<file path="src/rtl/mul_functional_unit_pkg.sv">
// ----------------------------------------------------------------------------
// mul_functional_unit_pkg
// Shared definitions for the multiplier functional unit and its neighbours on
// the common data bus (ADD unit, CDB arbiter).
//   - DATA_W / TAG_W / CNT_W : default datapath, tag and iteration counter widths
//   - CDB_DATA_W / CDB_TAG_W : CDB field widths seen by every CDB producer
//   - mul_state_e            : MUL unit FSM state encoding
// ----------------------------------------------------------------------------
package mul_functional_unit_pkg;

    localparam int DATA_W = 8;
    localparam int TAG_W  = 3;
    localparam int CNT_W  = 4;

    localparam int CDB_DATA_W = DATA_W;
    localparam int CDB_TAG_W  = TAG_W;

    typedef enum logic [1:0] {
        MUL_IDLE  = 2'd0,
        MUL_EXEC  = 2'd1,
        MUL_BCAST = 2'd2
    } mul_state_e;

endpackage : mul_functional_unit_pkg

</file>
<file path="src/rtl/mul_shift_add_datapath.sv">
// ----------------------------------------------------------------------------
// mul_shift_add_datapath
// Iterative unsigned shift-add multiplier core, one partial product per step.
//   clk, rst         : clock, synchronous active-high reset
//   load_i           : capture operands, clear accumulator and counter
//   step_i           : perform one iteration
//   multiplicand_i   : multiplicand operand
//   multiplier_i     : multiplier operand
//   product_o        : accumulator value including the current iteration's
//                      partial product (the full product on the last step)
//   done_o           : the current step is the final (DATA_W-th) iteration
// ----------------------------------------------------------------------------
module mul_shift_add_datapath #(
    parameter int DATA_W = 8,
    parameter int CNT_W  = 4
) (
    input  logic                clk,
    input  logic                rst,
    input  logic                load_i,
    input  logic                step_i,
    input  logic [DATA_W-1:0]   multiplicand_i,
    input  logic [DATA_W-1:0]   multiplier_i,
    output logic [2*DATA_W-1:0] product_o,
    output logic                done_o
);

    logic [DATA_W-1:0]   mcand_q;
    logic [DATA_W-1:0]   mplier_q;
    logic [2*DATA_W-1:0] acc_q;
    logic [2*DATA_W-1:0] acc_d;
    logic [2*DATA_W-1:0] partial;
    logic [CNT_W-1:0]    cnt_q;

    // The multiplier is shifted right each step, so its LSB always selects the
    // bit for the current count; the multiplicand is shifted by count instead.
    always_comb begin
        partial   = mplier_q[0] ? ({{DATA_W{1'b0}}, mcand_q} << cnt_q) : '0;
        acc_d     = acc_q + partial;
        product_o = acc_d;
        done_o    = (cnt_q == CNT_W'(DATA_W - 1));
    end

    // NOTE: sequential state uses non-blocking (<=) so every register samples
    // the pre-edge values of the others, independent of statement order.
    always_ff @(posedge clk) begin
        if (rst) begin
            mcand_q  <= '0;
            mplier_q <= '0;
            acc_q    <= '0;
            cnt_q    <= '0;
        end else if (load_i) begin
            mcand_q  <= multiplicand_i;
            mplier_q <= multiplier_i;
            acc_q    <= '0;
            cnt_q    <= '0;
        end else if (step_i) begin
            acc_q    <= acc_d;
            mplier_q <= mplier_q >> 1;
            cnt_q    <= cnt_q + CNT_W'(1);
        end
    end

endmodule : mul_shift_add_datapath

</file>
<file path="src/rtl/mul_functional_unit.sv">
// ----------------------------------------------------------------------------
// mul_functional_unit
// Multiplier execution unit fed by the MUL reservation station. Accepts an
// operand pair plus tag, runs DATA_W shift-add iterations, then requests the
// CDB and holds the result until granted.
//   clk, rst       : clock, synchronous active-high reset
//   MR_Status      : dispatch valid from the station
//   MUL_Tag_ip     : destination tag of the dispatched op
//   MUL_Operand3   : multiplicand
//   MUL_Operand4   : multiplier
//   MUL_Status     : unit busy, station must not dispatch
//   CDB_Req        : CDB request, held until CDB_Grant
//   CDB_Grant      : arbiter grant
//   CDB_Data       : low DATA_W bits of the product
//   CDB_Tag        : tag of the broadcast result
//   CDB_Ovf        : upper DATA_W product bits are nonzero
// ----------------------------------------------------------------------------
module mul_functional_unit
    import mul_functional_unit_pkg::*;
#(
    parameter int DATA_W = mul_functional_unit_pkg::DATA_W,
    parameter int TAG_W  = mul_functional_unit_pkg::TAG_W,
    parameter int CNT_W  = mul_functional_unit_pkg::CNT_W
) (
    input  logic              clk,
    input  logic              rst,
    input  logic              MR_Status,
    input  logic [TAG_W-1:0]  MUL_Tag_ip,
    input  logic [DATA_W-1:0] MUL_Operand3,
    input  logic [DATA_W-1:0] MUL_Operand4,
    output logic              MUL_Status,
    output logic              CDB_Req,
    input  logic              CDB_Grant,
    output logic [DATA_W-1:0] CDB_Data,
    output logic [TAG_W-1:0]  CDB_Tag,
    output logic              CDB_Ovf
);

    mul_state_e          state_q, state_d;
    logic                status_q, status_d;
    logic                req_q, req_d;
    logic [DATA_W-1:0]   data_q, data_d;
    logic [TAG_W-1:0]    tag_q, tag_d;
    logic                ovf_q, ovf_d;
    logic [TAG_W-1:0]    op_tag_q, op_tag_d;

    logic                dp_load;
    logic                dp_step;
    logic [2*DATA_W-1:0] dp_product;
    logic                dp_done;

    mul_shift_add_datapath #(
        .DATA_W (DATA_W),
        .CNT_W  (CNT_W)
    ) u_datapath (
        .clk            (clk),
        .rst            (rst),
        .load_i         (dp_load),
        .step_i         (dp_step),
        .multiplicand_i (MUL_Operand3),
        .multiplier_i   (MUL_Operand4),
        .product_o      (dp_product),
        .done_o         (dp_done)
    );

    // NOTE: every signal written here gets a default first, so no path through
    // the case can leave one unassigned and infer a latch.
    always_comb begin
        state_d  = state_q;
        status_d = status_q;
        req_d    = req_q;
        data_d   = data_q;
        tag_d    = tag_q;
        ovf_d    = ovf_q;
        op_tag_d = op_tag_q;
        dp_load  = 1'b0;
        dp_step  = 1'b0;

        unique case (state_q)
            MUL_IDLE: begin
                if (MR_Status) begin
                    dp_load  = 1'b1;
                    op_tag_d = MUL_Tag_ip;
                    status_d = 1'b1;
                    state_d  = MUL_EXEC;
                end
            end
            MUL_EXEC: begin
                dp_step = 1'b1;
                // Result is captured from the combinational product so the
                // final iteration is included on the same edge.
                if (dp_done) begin
                    data_d  = dp_product[DATA_W-1:0];
                    ovf_d   = |dp_product[2*DATA_W-1:DATA_W];
                    tag_d   = op_tag_q;
                    req_d   = 1'b1;
                    state_d = MUL_BCAST;
                end
            end
            MUL_BCAST: begin
                // Data and tag are left as-is after the grant; they are
                // don't-care while the request is low.
                if (CDB_Grant) begin
                    req_d    = 1'b0;
                    status_d = 1'b0;
                    state_d  = MUL_IDLE;
                end
            end
            default: begin
                state_d = MUL_IDLE;
            end
        endcase
    end

    always_ff @(posedge clk) begin
        if (rst) begin
            state_q  <= MUL_IDLE;
            status_q <= 1'b0;
            req_q    <= 1'b0;
            data_q   <= '0;
            tag_q    <= '0;
            ovf_q    <= 1'b0;
            op_tag_q <= '0;
        end else begin
            state_q  <= state_d;
            status_q <= status_d;
            req_q    <= req_d;
            data_q   <= data_d;
            tag_q    <= tag_d;
            ovf_q    <= ovf_d;
            op_tag_q <= op_tag_d;
        end
    end

    assign MUL_Status = status_q;
    assign CDB_Req    = req_q;
    assign CDB_Data   = data_q;
    assign CDB_Tag    = tag_q;
    assign CDB_Ovf    = ovf_q;

endmodule : mul_functional_unit
</file>
<file path="config.mk">
export PLATFORM = sky130hd
export DESIGN_NAME = mul_functional_unit
export DESIGN_NICKNAME = d
export VERILOG_FILES = /design/src/rtl/mul_functional_unit_pkg.sv /design/src/rtl/mul_shift_add_datapath.sv /design/src/rtl/mul_functional_unit.sv
export SDC_FILE = /design/constraint.sdc
export NUM_CORES = 1
export LEC_CHECK = 0
export ABC_CLOCK_PERIOD_IN_PS = 6830
export CORE_ASPECT_RATIO = 0.75
export CORE_MARGIN = 8
export CORE_UTILIZATION = 36
export DETAILED_ROUTE_END_ITERATION = 10
export GPL_TIMING_DRIVEN = 0
export PLACE_DENSITY = 0.65
export REMOVE_ABC_BUFFERS = 1
export SYNTH_ARGS = -nofsm -noshare
export SYNTH_HDL_FRONTEND = slang
export SYNTH_SLANG_ARGS = --single-unit
export TNS_END_PERCENT = 100
</file>
<file path="constraint.sdc">
create_clock -name clk -period 6.83 [get_ports clk]
set_input_delay 1.7075 -clock clk [delete_from_list [all_inputs] [get_ports clk]]
set_output_delay 1.7075 -clock clk [all_outputs]
set_load 0.05 [all_outputs]
</file>
==> flow_summary_export.csv <==
group,metric,value,unit
outcome,status,"finished, final reports clean",
floorplan,die_h,98.9,um
yosys,avgSynthCellArea,7.65,um^2
cts,htreeDepth,2,
critical_path,end_kind,"flop",
critical_path,cp_slowest_cell,"clkdlybuf4s50_1",
drt,wl_per_cell,14.3,um
drt,drtPass1Iterations,4,
power_and_ir_drop,ir_worst_vdd,0.0867,mV
drt,ant_nets,0,
critical_path,worstPathMaxFanout,36,
global_route,antenna_found_initial,0,
yosys,syn_area,3300,um^2
power_and_ir_drop,internal-power,521,uW
floorplan,rows,30,
sta,setup_viol,0,
floorplan,dieArea,12500,um^2
yosys,synth_top_flop_cell,"dfxtp_1",
yosys,ys_ff_latch,55,
power_and_ir_drop,clock_power_share,0.393,
yosys,yosysTopAreaCell,"dfxtp_1",
critical_path,cp.arrival,4010,ps
place,numPlacedInstances,555,
yosys,synthArstFlopShare,0,
critical_path,rr_worst_depth,14,
cts,cts-buffers-inserted,5,
sta,max_freq,0.258,GHz
power_and_ir_drop,p_per_area,177,nW/um^2
cts,cts_root_buf,"clkbuf_16",
sta,finalHoldViolCount,0,
yosys,synthTopCellsByCount,"nand2_1 (101), dfxtp_1 (55), a21oi_1 (54), nor2_1 (25), nor2b_1 (18)",
critical_path,r2r_slack,2980,ps
cts,cts-hold-fix-buffers,0,
hold_path,min_to,"u_datapath.mplier_q[3]$_SDFFE_PP0P_",
cts,tritoncts,"yes",
yosys,synthTopCellsByArea,"dfxtp_1 (33%), nand2_1 (11%), a21oi_1 (8.2%)",
final_layout,postLayoutCoreUtil,0.434,
critical_path,worstReg2RegEnd,"CDB_Ovf$_SDFFE_PP0P_",
sta,drv_slew,0,
yosys,ys_types,55,
hold_path,hold_path_class,"reg -> reg",
cts,cts.sinks,55,
hold_path,hold_path_depth,2,
power_and_ir_drop,power_frac_comb,0.114,
place,gp_congestion,0.863,
drt,avgViaCountPerCell,5.27,
drt,route.detailed.drc,0,
floorplan,core_area,8970,um^2
drt,via_count,2968,
final_layout,final-instance-count-excl-fill,563,
global_route,grt-ovfl-total,0,
cts,insertion_delay,290,ps
sta,max_slew_margin,0.128,
final_layout,multi_input_area,2070,um^2
yosys,synth_top_area_frac,0.334,
final_layout,area_growth,17.9,%
power_and_ir_drop,p_switching,169,uW
yosys,synth.most_common_cell,"nand2_1",
global_route,grt_pass1_vias,2692,
drt,wirelength,8.06,mm
yosys,syn_inst,431,
sta,finClkSkew,4.56,ps
global_route,grtUsageTotal,0.129,
sta,fin_crit,3880,ps
critical_path,start_kind,"primary input",
floorplan,start_util,0.368,
sta,worstMarginPinSlew,1300,ps
cts,clockBufferDepth,2,
sta,tns,0,ps
power_and_ir_drop,switching_share,0.245,
yosys,ys_seq_area_frac,0.334,
place,io_buffer_count,36,
cts,clkTransAtPathRegs,70,ps
power_and_ir_drop,seqPwrFrac,0.494,
floorplan,die_w,127,um
final_layout,regArea,1100,um^2
yosys,yosysWarnings,0,
sta,final.period_utilization,0.567,
global_route,grt_pass1_wl,13.3,mm
cts,post_cts_buffers,0,
final_layout,fin_nets,490,
drt,first_iter_violations,203,
job,cap_violations,0,
power_and_ir_drop,cellLeakagePower,1.38,nW
floorplan,boundaryPins,37,
critical_path,cp_data_required_time,6960,ps
critical_path,path_cells,"clkdlybuf4s50_1, nand2b_1, a211oi_1",
critical_path,critical_path_class,"in -> reg",
critical_path,critical-path-max-stage-delay,1340,ps
final_layout,drive_gt1_frac,0.0488,
global_route,grt_max_degree,37,
final_layout,fillers,910,
final_layout,num_antenna_cells,0,
hold_path,hp-start,"u_datapath.mplier_q[3]$_SDFFE_PP0P_",
place,hpwl,6.01,mm
cts,cts_resized,0,
power_and_ir_drop,totalPowerFinal,690,uW
critical_path,r2r_start,"u_datapath.cnt_q[1]$_SDFFE_PP0P_",
sta,grt_setup_unrepaired,"no",
yosys,synth_edf_count,0,
[per-stage QoR]
step	setup WS (ps)	hold WS, ps	cell area [um^2]
6_report	2950	456	3890
2_1_floorplan	3540	426	3200
5_1_grt	2750	477	3890
3_5_place_dp	2560	448	3730
4_1_cts	2860	458	3890
3_3_place_gp	2550	443	3700
[per-layer routing]
| metal | part of all wire | track usage | up-vias |
|---|---|---|---|
| li1 | - | - | 1541 |
| met1 | 0.53 | 0.183 | 1356 |
| met2 | 0.41 | 0.186 | 65 |
| met3 | 0.051 | 0.0291 | 6 |
| met4 | 0.012 | 0.0415 | 0 |
| met5 | 0 | 0 | - |
[cells in the final DEF, fill, tap and decap left out, drive strengths merged, types with 2 or more instances in the layout]
cell type	count
a22oi	9
ha	16
nor2b	18
clkbuf	8
nand4	3
o311a	2
mux2	4
nand3b	3
nor4	2
and3	2
a21oi	55
and2	4
o311ai	2
inv	9
o22ai	3
nand2	101
a31oi	3
clkdlybuf4s50	36
a211oi	2
nor2	25
o21bai	3
o21ai	12
mux2i	9
nor3	6
nand2b	12
nand3	9
a21o	2
xnor2	9
o2111ai	3
dfxtp	55
xor2	5
a2111oi	3
mux4	2
[worst max-delay path by stage]
stage | startpoint | end | slack (ps) | cells after the start
2_1_floorplan | u_datapath.cnt_q[1]$_SDFFE_PP0P_ | u_datapath.acc_q[15]$_SDFFE_PP0P_ | 3540 | 14
3_3_place_gp | MR_Status | u_datapath.mplier_q[6]$_SDFFE_PP0P_ | 2550 | 6
3_5_place_dp | MR_Status | u_datapath.mplier_q[6]$_SDFFE_PP0P_ | 2560 | 6
4_1_cts | MR_Status | u_datapath.mplier_q[6]$_SDFFE_PP0P_ | 2860 | 6
5_1_grt | u_datapath.cnt_q[1]$_SDFFE_PP0P_ | CDB_Ovf$_SDFFE_PP0P_ | 2750 | 14
6_report | rst | u_datapath.acc_q[1]$_SDFFE_PP0P_ | 2950 | 3
[worst max-delay path, delay by kind of cell]
family | cells | cell delay, ps
AND/OR/NAND/NOR | 1 | 840
buffers and inverters | 1 | 1340
AO/OA/AOI/OAI | 1 | 100
[power groups by stage]
stage                     logic, mW  clock network [mW]  registers, mW
final                        0.0784               0.271          0.341
after global routing         0.0862               0.291          0.342
after CTS                    0.0784               0.279          0.340
after detailed placement     0.0780                   0          0.348
after global placement       0.0741                   0          0.347
after floorplan              0.0420                   0          0.347
[cell type report]
| class | count | share of cell area |
|---|---|---|
| inverter | 9 | 0.00868 |
| timing repair buffer | 37 | 0.0997 |
| clock buffer | 8 | 0.0402 |
| sequential | 55 | 0.283 |
| tap | 112 | 0.0360 |
| multi-input combinational | 342 | 0.532 |
[sequential cells by signal (all words and copies together), names as in the netlist]
register             flops
MUL_Status               1
op_tag_q                 3
CDB_Data                 8
CDB_Req                  1
u_datapath.cnt_q         4
u_datapath.acc_q        16
state_q                  2
CDB_Tag                  3
u_datapath.mcand_q       8
u_datapath.mplier_q      8
CDB_Ovf                  1
[cells by family after synthesis]
group                    Yosys count  synth area share
adder cells (fa/ha/maj)           17            0.0668
AO/OA/AOI/OAI                    110             0.213
multiplexers                      15            0.0546
buffers and inverters             34            0.0398
XOR/XNOR                          14            0.0372
flip-flops                        55             0.334
AND/OR/NAND/NOR                  186             0.255
(Power assumes the default switching activity.)
==> RTL change 1 (same flow settings) <==
`DATA_W` is set to 8 in 2 places; all go to 9.
--- a/src/rtl/mul_functional_unit_pkg.sv
+++ b/src/rtl/mul_functional_unit_pkg.sv
@@ -10,3 +10,3 @@
 
-    localparam int DATA_W = 8;
+    localparam int DATA_W = 9;
     localparam int TAG_W  = 3;
--- a/src/rtl/mul_shift_add_datapath.sv
+++ b/src/rtl/mul_shift_add_datapath.sv
@@ -13,3 +13,3 @@
 module mul_shift_add_datapath #(
-    parameter int DATA_W = 8,
+    parameter int DATA_W = 9,
     parameter int CNT_W  = 4
Ports: changed (resized CDB_Data, MUL_Operand3 and MUL_Operand4); port bits go from 37 to 40. The function was not compared with the original's and may differ.
==> RTL change 1 against the original RTL <==
Synthesized area is 7.9% higher; routed wire length is 10% higher; first-iteration DRC count is 15% higher; largest cell class unchanged; final area is 12% higher; global-route usage is 0.80 points higher; die area is 6.7% higher; hold slack worse by 0.0053 ns; power is 36% higher; sequential share of layout area is 0.66 points lower; worst setup slack worse by 0.32 ns; sequential cell count is 5 higher; final cell count is 12% higher; combinational power is 11% higher.
==> RTL change 1: results (changes against the original RTL) <==
dp.cells: 616  # +11%
ys_top_cells_by_area: "dfxtp_1, nand2_1, a21oi_1, ha_1, nor2_1"
final_core_util: 0.452  # +0.0181
drt-vias-per-instance: 5.16  # -2.2%
multiInputCombCellCount: 375  # +9.6%
synth.ff_latch_count: 60  # +9.1%
netlist-cell-type-count: 51  # -7.3%
globalRouteMet2Util: 0.197  # +0.0115
buf_share: 0.0947  # -0.00498
place_area_sq_mm: 0.00403  # +7.9%
detailroute.wirelength.met3_um: 471  # +14%
vias_in_the_first_global_route: 2918  # +8.4%
largest_stage_delay_on_the_critical_path_ns: 0.74  # -0.60 ns
met1_usage: 0.191  # +0.00829
crit_fanout: 18  # -50%
tritoncts.num_buffers: 9  # +4
die_area_sq_mm: 0.0134  # +6.7%
tightest_slew_ns: 0.964  # -0.340 ns
clock_tree.htree_level_count: 3  # +1
final-seq-area_sq_mm: 0.00120  # +9.1%
via_count_of_the_routed_design: 3260  # +9.8%
synthTopCellsByCount: "nand2_1, a21oi_1, dfxtp_1"
place.gp.congestion: 0.895  # +3.7%
half_perimeter_wire_length_of_the_detailed_placement_result_um: 6560  # +9.1%
result_of_the_run: "complete, no violations"
groute.usage.overall: 0.137  # +0.00800
drive_above_1_share: 0.0640  # +0.0152
## RTL change 1: cell families after synthesis
| kind of cell | count (synthesis) | share of synthesized area |
|---|---|---|
| AO/OA/AOI/OAI | 136 | 0.236 |
| multiplexers | 11 | 0.0324 |
| XOR/XNOR | 17 | 0.0419 |
| adder cells (fa/ha/maj) | 20 | 0.0725 |
| buffers and inverters | 34 | 0.0404 |
| AND/OR/NAND/NOR | 191 | 0.239 |
| flip-flops | 60 | 0.338 |
## RTL change 1: power by group
| part | switching (W) | internal, W |
|---|---|---|
| registers | 0.0000103 | 0.000361 |
| clock network | 0.000163 | 0.000319 |
| logic | 0.0000506 | 0.0000362 |
| total | 0.000223 | 0.000716 |
## RTL change 1: worst max-delay path by stage
stage / start / end / slack, ns / cells after the start
after floorplan: MR_Status / u_datapath.acc_q[1]$_SDFFE_PP0P_ / 3.13 / 3
after global placement: MR_Status / u_datapath.acc_q[14]$_SDFFE_PP0P_ / 1.73 / 4
after detailed placement: u_datapath.cnt_q[1]$_SDFFE_PP0P_ / CDB_Ovf$_SDFFE_PP0P_ / 2.73 / 13
after CTS: u_datapath.cnt_q[1]$_SDFFE_PP0P_ / CDB_Ovf$_SDFFE_PP0P_ / 2.73 / 13
after global routing: u_datapath.cnt_q[1]$_SDFFE_PP0P_ / CDB_Ovf$_SDFFE_PP0P_ / 2.36 / 13
final: u_datapath.cnt_q[1]$_SDFFE_PP0P_ / CDB_Ovf$_SDFFE_PP0P_ / 2.63 / 13
## RTL change 1: critical path, delay by kind of cell (launching register included)
family,cells,cell delay [ns]
adder cells (fa/ha/maj),1,0.36
AND/OR/NAND/NOR,3,0.83
flip-flops,1,0.74
AO/OA/AOI/OAI,7,1.61
XOR/XNOR,1,0.11
multiplexers,1,0.42
==> RTL change 2 (same settings) <==
Made on the original files. Take the reset off `data_q`, `tag_q` and `op_tag_q` and load them in a clocked block of their own.
--- a/src/rtl/mul_functional_unit.sv
+++ b/src/rtl/mul_functional_unit.sv
@@ -119,6 +119,3 @@
             req_q    <= 1'b0;
-            data_q   <= '0;
-            tag_q    <= '0;
             ovf_q    <= 1'b0;
-            op_tag_q <= '0;
         end else begin
@@ -127,7 +124,10 @@
             req_q    <= req_d;
-            data_q   <= data_d;
-            tag_q    <= tag_d;
             ovf_q    <= ovf_d;
-            op_tag_q <= op_tag_d;
         end
+    end
+
+    always_ff @(posedge clk) begin
+        data_q   <= data_d;
+        tag_q    <= tag_d;
+        op_tag_q <= op_tag_d;
     end
Function: differs if rst is asserted again (counterexample within 10 cycles, from zero or initial values and one cycle with rst high); with rst held inactive, the same outputs for 10 cycles.
==> RTL change 2 against the original RTL <==
Count of clock-buffer cells in the layout fell by 3; synthesized cell count down 9.5%; sequential cell count is the same; final area is the same; synthesized area is 0.34% higher; die area rose by 0.29%; utilization down 0.18 points; routed wire length decreased by 8.1%; clock power grew 7%; worst setup slack better by 0.049 ns; power grew 4.0%; sequential power grew 4%; non-clock buffer count did not move; final cell count shrank 6.9%.
==> RTL change 2: results (changes against the original RTL) <==
half_perimeter_wire_length_of_the_detailed_placement_result_um: 5400  # -10%
dr_wl_met2_um: 3060  # -7.1%
fillers: 888  # -2.4%
clock_transition_at_the_registers_of_the_reported_paths_ns: 0.07  # about the same
design.final.nets: 451  # -8.0%
crit_fanout: 18  # -50%
grt_pass1_wl_um: 12300  # -7.6%
multi_input_area_sq_mm: 0.00194  # -6.3%
drive_above_1_share: 0.0583  # +0.00947
crit_arrival_ns: 4.00  # about the same
tightest_slew_ns: 0.906  # -0.398 ns
place_area_sq_mm: 0.00373  # -0.13%
layout.non_clock_inverters: 8  # -1
use_met3: 0.0329  # +0.00378
met1_usage: 0.165  # -0.0183
clock_skew_ns: 0.00439  # -0.000174 ns
synth-edff-count: 14  # +14
p_leak_nw: 1.43  # +4.1%
clock_area_frac: 0.0421  # +0.00193
final-seq-area_sq_mm: 0.00124  # +13%
yosys.area_share.adder: 0.0665  # -0.000227
synthTopCellsByCount: "nand2_1, a21oi_1, dfxtp_1"
place.gp.congestion: 0.884  # +2.4%
detail_route.wirelength.met1_um: 3820  # -10%
result_of_the_run: "complete, no violations"
sw_frac_of_total: 0.238  # -0.00741
drt-vias-per-instance: 5.29  # +0.38%
multiInputCombCellCount: 304  # -11%
groute.usage.overall: 0.119  # -0.0101
routed_wirelength_um: 7400  # -8.1%
synth-compound-area-share: 0.216  # +0.00230
num-clock-buffers: 5  # -3
timing.reg2reg.worst_path_depth: 12  # -2
largest_net_degree_at_the_start_of_global_routing: 23  # -38%
detailroute.wirelength.met3_um: 466  # +13%
muxShareOfSynthArea: 0.0484  # -0.00624
ys_seq_area_frac: 0.375  # +0.0412
vdd_drop_max_v: 0.000101  # +17%
vias_in_the_first_global_route: 2535  # -5.8%
post_synth_xor_area_fraction: 0.0423  # +0.00517
==> RTL change 2: critical path, cell delays in order (launching register included) <==
cell and delay (ns):
dfxtp_1 0.74, mux2_2 0.42, o21ai_0 0.24, o21ai_0 0.19, nor2b_1 0.20, ha_1 0.36
and3_4 0.21, a211oi_2 0.24, a21oi_2 0.15, o41ai_4 0.33, xnor2_1 0.14, nor4_2 0.36
a21oi_1 0.10
==> RTL change 2: stage by stage <==
stage / util / power [W] / setup WS, ns / cells / hold slack (ns)
2_1_floorplan: - / 0.000402 / 3.65 / 367 / 0.400
3_3_place_gp: 0.412 / 0.000432 / 2.85 / 515 / 0.406
3_5_place_dp: 0.414 / 0.000435 / 2.78 / 516 / 0.406
4_1_cts: 0.432 / 0.000724 / 3.07 / 524 / 0.423
5_1_grt: 0.432 / 0.000746 / 2.76 / 524 / 0.437
6_report: 0.432 / 0.000718 / 3.00 / 524 / 0.422
==> RTL change 2: power by group through the flow <==
stage | Clock (W) | Combinational (W) | Sequential (W)
after floorplan | 0 | 0.0000420 | 0.000360
after global placement | 0 | 0.0000713 | 0.000361
after detailed placement | 0 | 0.0000742 | 0.000361
after CTS | 0.000296 | 0.0000744 | 0.000354
after global routing | 0.000309 | 0.0000821 | 0.000355
final | 0.000289 | 0.0000746 | 0.000354
==> RTL change 2: worst paths after layout <==
kind	from	end	slack [ns]
max	u_datapath.cnt_q[1]$_SDFFE_PP0P_	CDB_Ovf$_SDFFE_PP0P_	3.00
max reg2reg	u_datapath.cnt_q[1]$_SDFFE_PP0P_	CDB_Ovf$_SDFFE_PP0P_	3.00
min reg2reg	op_tag_q[0]$_DFFE_PP_	CDB_Tag[0]$_DFFE_PP_	0.42
min	op_tag_q[0]$_DFFE_PP_	CDB_Tag[0]$_DFFE_PP_	0.42
